===== src/rtl/pipeline_pkg.sv =====
// Shared types and constants for the instruction-fetch slice.
package pipeline_pkg;

  typedef enum logic {
    S_REQ  = 1'b0,
    S_WAIT = 1'b1
  } fetch_state_t;

  localparam logic [31:0] NOP_INSTRUCTION = 32'h0;
  localparam int unsigned INSTR_BYTES     = 4;

endpackage


===== src/rtl/fetch_skid_buffer.sv =====
// Two-entry ready/valid skid buffer (output register + one hold entry)
// with a synchronous flush. Empty slots read as all-zero payload.
module fetch_skid_buffer #(
  parameter int unsigned WIDTH = 96
) (
  input  logic             clk,
  input  logic             rst_n,
  input  logic             i_flush,
  input  logic             i_push,
  input  logic [WIDTH-1:0] i_push_data,
  input  logic             i_ready,
  output logic             o_valid,
  output logic [WIDTH-1:0] o_data,
  output logic             o_hold_valid
);

  logic             r_out_valid;
  logic             r_hold_valid;
  logic [WIDTH-1:0] r_out_data;
  logic [WIDTH-1:0] r_hold_data;
  logic             w_consume;

  assign w_consume    = r_out_valid && i_ready;
  assign o_valid      = r_out_valid;
  assign o_data       = r_out_data;
  assign o_hold_valid = r_hold_valid;

  // Buffer update: flush wins, then consume (hold moves forward), then push.
  always_ff @(posedge clk or negedge rst_n) begin
    if (!rst_n) begin
      r_out_valid  <= 1'b0;
      r_hold_valid <= 1'b0;
      r_out_data   <= '0;
      r_hold_data  <= '0;
    end else if (i_flush) begin
      r_out_valid  <= 1'b0;
      r_hold_valid <= 1'b0;
      r_out_data   <= '0;
      r_hold_data  <= '0;
    end else if (w_consume) begin
      if (r_hold_valid) begin
        r_out_data <= r_hold_data;
        if (i_push) begin
          r_hold_data <= i_push_data;
        end else begin
          r_hold_valid <= 1'b0;
          r_hold_data  <= '0;
        end
      end else if (i_push) begin
        r_out_data <= i_push_data;
      end else begin
        r_out_valid <= 1'b0;
        r_out_data  <= '0;
      end
    end else if (i_push) begin
      if (!r_out_valid) begin
        r_out_valid <= 1'b1;
        r_out_data  <= i_push_data;
      end else if (!r_hold_valid) begin
        r_hold_valid <= 1'b1;
        r_hold_data  <= i_push_data;
      end
    end
  end

endmodule


===== src/rtl/pipeline_fetch.sv =====
// Instruction-fetch stage: keeps the PC, issues one aligned read at a time,
// selects the instruction half and hands (instruction, pc) to decode.
module pipeline_fetch
  import pipeline_pkg::*;
#(
  parameter int unsigned           ADDR_WIDTH = 64,
  parameter int unsigned           DATA_WIDTH = 64,
  parameter logic [ADDR_WIDTH-1:0] RESET_PC   = '0
) (
  input  logic                    clk,
  input  logic                    reset,
  output logic                    mem_req_valid,
  output logic [ADDR_WIDTH-1:0]   mem_req_addr,
  input  logic                    mem_req_ready,
  input  logic                    mem_resp_valid,
  input  logic [DATA_WIDTH-1:0]   mem_resp_data,
  output logic [DATA_WIDTH/2-1:0] instruction,
  output logic [ADDR_WIDTH-1:0]   instruction_pc,
  input  logic                    next_stage_ready,
  input  logic                    redirect_valid,
  input  logic [ADDR_WIDTH-1:0]   redirect_pc,
  input  logic                    halt
);

  localparam int unsigned IW = DATA_WIDTH / 2;
  localparam int unsigned PW = IW + ADDR_WIDTH;

  fetch_state_t          r_state;
  fetch_state_t          w_state_nxt;
  logic [ADDR_WIDTH-1:0] r_pc;
  logic [ADDR_WIDTH-1:0] r_req_pc;
  logic                  r_squash;

  logic                  w_req_fire;
  logic                  w_resp;
  logic                  w_push;
  logic                  w_hold_valid;
  logic                  w_out_valid;
  logic [IW-1:0]         w_instr;
  logic [PW-1:0]         w_push_data;
  logic [PW-1:0]         w_out_data;
  logic [ADDR_WIDTH-1:0] w_redirect_target;
  logic [1:0]            w_unused_redirect_lsbs;

  assign w_req_fire             = mem_req_valid && mem_req_ready;
  assign w_resp                 = (r_state == S_WAIT) && mem_resp_valid;
  assign w_push                 = w_resp && !r_squash && !redirect_valid;
  assign w_redirect_target      = {redirect_pc[ADDR_WIDTH-1:2], 2'b00};
  assign w_unused_redirect_lsbs = redirect_pc[1:0];
  assign w_instr                = r_req_pc[2] ? mem_resp_data[DATA_WIDTH-1:IW]
                                              : mem_resp_data[IW-1:0];
  assign w_push_data            = {r_req_pc, w_instr};

  // State register.
  always_ff @(posedge clk or negedge reset) begin
    if (!reset) begin
      r_state <= S_REQ;
    end else begin
      r_state <= w_state_nxt;
    end
  end

  // Next state: a redirect with a concurrent response also returns to S_REQ.
  always_comb begin
    w_state_nxt = r_state;
    case (r_state)
      S_REQ:   if (w_req_fire) w_state_nxt = S_WAIT;
      S_WAIT:  if (mem_resp_valid) w_state_nxt = S_REQ;
      default: w_state_nxt = S_REQ;
    endcase
  end

  // Request outputs, forced low while reset is held.
  always_comb begin
    mem_req_valid = reset && (r_state == S_REQ) && !w_hold_valid
                    && !halt && !redirect_valid;
    mem_req_addr  = {r_pc[ADDR_WIDTH-1:3], 3'b000};
  end

  // PC, request PC and squash tracking; redirect overrides sequential update.
  always_ff @(posedge clk or negedge reset) begin
    if (!reset) begin
      r_pc     <= RESET_PC;
      r_req_pc <= '0;
      r_squash <= 1'b0;
    end else if (redirect_valid) begin
      r_pc     <= w_redirect_target;
      r_squash <= (r_state == S_WAIT) && !mem_resp_valid;
    end else begin
      if (w_req_fire) begin
        r_req_pc <= r_pc;
        r_pc     <= r_pc + ADDR_WIDTH'(INSTR_BYTES);
      end
      if (w_resp) begin
        r_squash <= 1'b0;
      end
    end
  end

  fetch_skid_buffer #(
    .WIDTH(PW)
  ) u_skid (
    .clk          (clk),
    .rst_n        (reset),
    .i_flush      (redirect_valid),
    .i_push       (w_push),
    .i_push_data  (w_push_data),
    .i_ready      (next_stage_ready),
    .o_valid      (w_out_valid),
    .o_data       (w_out_data),
    .o_hold_valid (w_hold_valid)
  );

  // Empty slots are cleared inside the buffer, so the payload already reads 0.
  always_comb begin
    instruction    = w_out_valid ? w_out_data[IW-1:0]  : NOP_INSTRUCTION[IW-1:0];
    instruction_pc = w_out_valid ? w_out_data[PW-1:IW] : '0;
  end

endmodule


===== config.mk =====
export PLATFORM = sky130hd
export DESIGN_NAME = pipeline_fetch
export DESIGN_NICKNAME = d
export VERILOG_FILES = /design/src/rtl/pipeline_pkg.sv /design/src/rtl/fetch_skid_buffer.sv /design/src/rtl/pipeline_fetch.sv
export SDC_FILE = /design/constraint.sdc
export NUM_CORES = 1
export LEC_CHECK = 0
export ABC_AREA = 0
export ABC_CLOCK_PERIOD_IN_PS = 3400
export BUFFER_PORTS_ARGS = -buffer_cell sky130_fd_sc_hd__clkbuf_2
export CAP_MARGIN = 10
export CORE_MARGIN = 4
export CORE_UTILIZATION = 30
export DETAILED_ROUTE_END_ITERATION = 12
export PLACE_DENSITY = 0.55
export SLEW_MARGIN = 10
export SYNTH_ARGS = -nofsm -noshare
export SYNTH_HDL_FRONTEND = slang
export SYNTH_HIERARCHICAL = 1
export SYNTH_SLANG_ARGS = --single-unit

===== constraint.sdc =====
create_clock -name clk -period 3.4 [get_ports clk]
set_input_delay 0.34 -clock clk [delete_from_list [all_inputs] [get_ports clk]]
set_output_delay 0.34 -clock clk [all_outputs]
set_load 0.01 [all_outputs]

==> key figures <==
Status
  – Status: complete, no violations

Power and ir drop
  – PD cells: between 400 and 500 mW/mm^2
  – Leak: 10.5 nW
  – Max IR drop VDD: between 0.0002 and 0.0003 V

Global routing
  – Grt ovf: 0
  – First-pass GRT wire length: 96.0 mm
  – GR Util All Layers: 17.8%
  – Largest net degree at the start of global routing: 257
  – Vias in the first global route: 15900
  – Initial antenna violation count: 0

Die
  – Die Width: between 200 and 300 um
  – Row Count: 91
  – I/O Pins: approximately 300
  – Die height: 258 um
  – Core area: 0.0618 sq mm
  – Die footprint: 0.0666 sq mm
  – Initial core utilization: 30.3%

Detailed routing
  – Drt via density: 5.24
  – Routed vias: 15800
  – WL final: around 61 mm
  – Drt first-iter violations: between 1000 and 1500
  – Post-route DRC: 0
  – Antenna viol nets, final: 0
  – Count of TritonRoute iterations in the first routing pass: 7
  – Routed length per placed instance: 20.3 um

Setup path
  – Worst Setup SP: u_skid/o_valid
  – R2R Setup Slk: about 0.56 ns
  – WS Path Type: flop to output port
  – Worst Path Arrival: around 2.6 ns
  – Critical R2R Capture: r_pc[58]
  – CP endpoint kind: output port
  – FF-to-FF path depth: 8
  – Worst-path maximum fanout: 45
  – Required time of the critical path: 3.06 ns
  – Reg2reg start: r_pc[3]
  – Worst Setup Start Kind: flop
  – Worst Setup EP: instruction_pc[51]

Clock network
  – Max Root-Sink Buffers: 3
  – PostCTS Resize Cnt: 0
  – Num CTS Buffers: 39
  – Clk sink count: 320
  – Clk Latency, worst-skew pair: 0.56 ns
  – Root Driver: clkbuf_16
  – Clock transition at path regs: 0.06 ns
  – CTS tree: built
  – # H-tree levels: 2

Synthesis
  – Ys flop type: dfrtp_1
  – Synthesis Warnings: 6
  – Synth area leader: dfrtp_1
  – Synth async-reset ratio: 100%
  – Synthesized flop and latch total: 320
  – Top-count cell post-synth: dfrtp_1
  – Synth Instances: 1988
  – Number of synthesized flops with an enable pin: 0
  – Sequential area share after synthesis: 42.7%
  – Synth unique cells: 57
  – Mapped Avg Cell Area: 9.43 sq um
  – Synth cell count leaders: dfrtp_1 (320), nand2_1 (289), mux2i_1 (158), nand3b_1 (141), clkbuf_1 (122)
  – Post-synth top area share: approximately 43%
  – Mapped cell area: roughly 0.019 sq mm
  – Synth area leaders: dfrtp_1 (43%), mux2i_1 (8.4%), nand2_1 (5.8%), nand3b_1 (5.6%), a211oi_1 (4.5%)

STA
  – Final Hold Vio Count: 0
  – F_max: 344 MHz
  – RSZ-0062 raised after global routing: no
  – Worst-margin pin slew: 1.11 ns
  – PnR worst setup slack: 0.492 ns
  – Relative slew slack: around a quarter
  – Crit path time final: ~2.9 ns
  – Worst Skew: 0.0198 ns
  – TNS Setup: 0 ns
  – Fin crit share: around 86%
  – Endpoints failing setup: 0
  – Count of pins over their slew limit: 0

Place
  – GP Congestion: 0.869
  – Port buffer count: 290
  – Pre-CTS WS: 0.581 ns
  – Detailed Place HPWL: around 39 mm

Cells and area
  – Layout cells sized above 1: 19.5%
  – Diode count: 0
  – Area Overhead vs Synth: 16.9%
  – Final net count: 2285

Flow run
  – Max-cap violations: 0

Hold path
  – HP Class: input pin to flop
logic make-up (layout without fill, tap and decap cells):
kind of cell	count (synthesis)	count (layout)	synth area share, %
adders and majority gates	1	1	0.0667
muxes	190	190	10.4
buffers and inverters	247	425	6.93
other	1	9	0.0200
DFF	320	320	42.7
xor gates and xnor gates	3	3	0.140
and+or+nand+nor	850	850	25.8
AOI/OAI and AO/OA	376	376	13.9
registers in the layout (all words and copies together) (netlist names):
name                 flops
u_skid/r_hold_data      96
u_skid/o_valid           1
r_pc                    62
r_squash                 1
u_skid/o_data           96
r_req_pc                62
r_state                  1
u_skid/o_hold_valid      1
per-stage QoR:
stage          util [%]  area [sq um]  power [mW]  instances  hold WS, ns
3_5_place_dp       33.1         20500        5.60       2918        0.510
4_1_cts            35.4         21900        9.66       3011    0.0000631
3_3_place_gp       33.1         20500        5.56       2918        0.505
2_1_floorplan         -         18800        5.12       1996       0.0444
5_1_grt            35.4         21900        9.99       3011       0.0146
6_report           35.4         21900        9.54       3011       0.0223
report_power, final:
group | internal (mW) | switching (mW) | total (mW)
sequential | 4.06 | 0.436 | 4.50
combinational | 0.474 | 0.591 | 1.07
clock | 2.29 | 1.68 | 3.97
worst min path at each step:
| stage | cells past startpoint | from | endpoint |
|---|---|---|---|
| after floorplan | 0 | reset | r_pc[10] |
| after global placement | 2 | r_req_pc[21] | r_req_pc[21] |
| after detailed placement | 2 | r_req_pc[11] | r_req_pc[11] |
| after CTS | 2 | redirect_pc[12] | r_pc[12] |
| after global routing | 2 | redirect_pc[50] | r_pc[50] |
| final | 3 | redirect_pc[42] | r_pc[42] |
cell type report:
cell class	count	area [sq um]
fillers	6276	39900
multi-input cells	1429	9540
flip-flops and latches	320	8020
repair buffers	349	2080
clock buffers	60	1140
well taps	837	1050
clock inverters	6	45.0
inverters	10	37.5
layout by cell type (no fill, tap or decap), drive strengths merged, types with 15 or more instances in the layout:
master       netlist  routed
clkbuf           122     348
dfrtp            320     320
nand2            289     289
mux2i            158     158
nand3b           141     141
a211oi           113     113
and2             106     106
nand2b           104     104
and3b             56      56
o21ai             55      55
a21oi             52      52
a22oi             48      48
a21o              41      41
buf              115      34
nand3             33      33
mux2              32      32
nor2              31      31
dlygate4sd3        0      27
nand4             20      20
and3              18      18
a221o             15      15
layer usage:
| layer | GRT usage, % | share of wire (%) | vias up |
|---|---|---|---|
| met1 | 25.4 | 47 | 7832 |
| met4 | 4.99 | 2.6 | 0 |
| li1 | - | - | 7345 |
| met5 | 0 | 0 | - |
| met3 | 3.80 | 6.6 | 101 |
| met2 | 27.4 | 44 | 497 |
critical path, cell delays in order, from the launching register on:
cell and delay [ns]:
dfrtp_4 0.77, buf_4 0.44, buf_4 0.38, and2_1 0.25, clkbuf_2 0.16
timing repair:
| action | in CTS | in global routing |
|---|---|---|
| setup buffers | 0 | 0 |
| hold buffers | 27 | 0 |
| hold endpoints to repair | 61 | 0 |
Note: power is estimated with default switching activity, not from simulation.
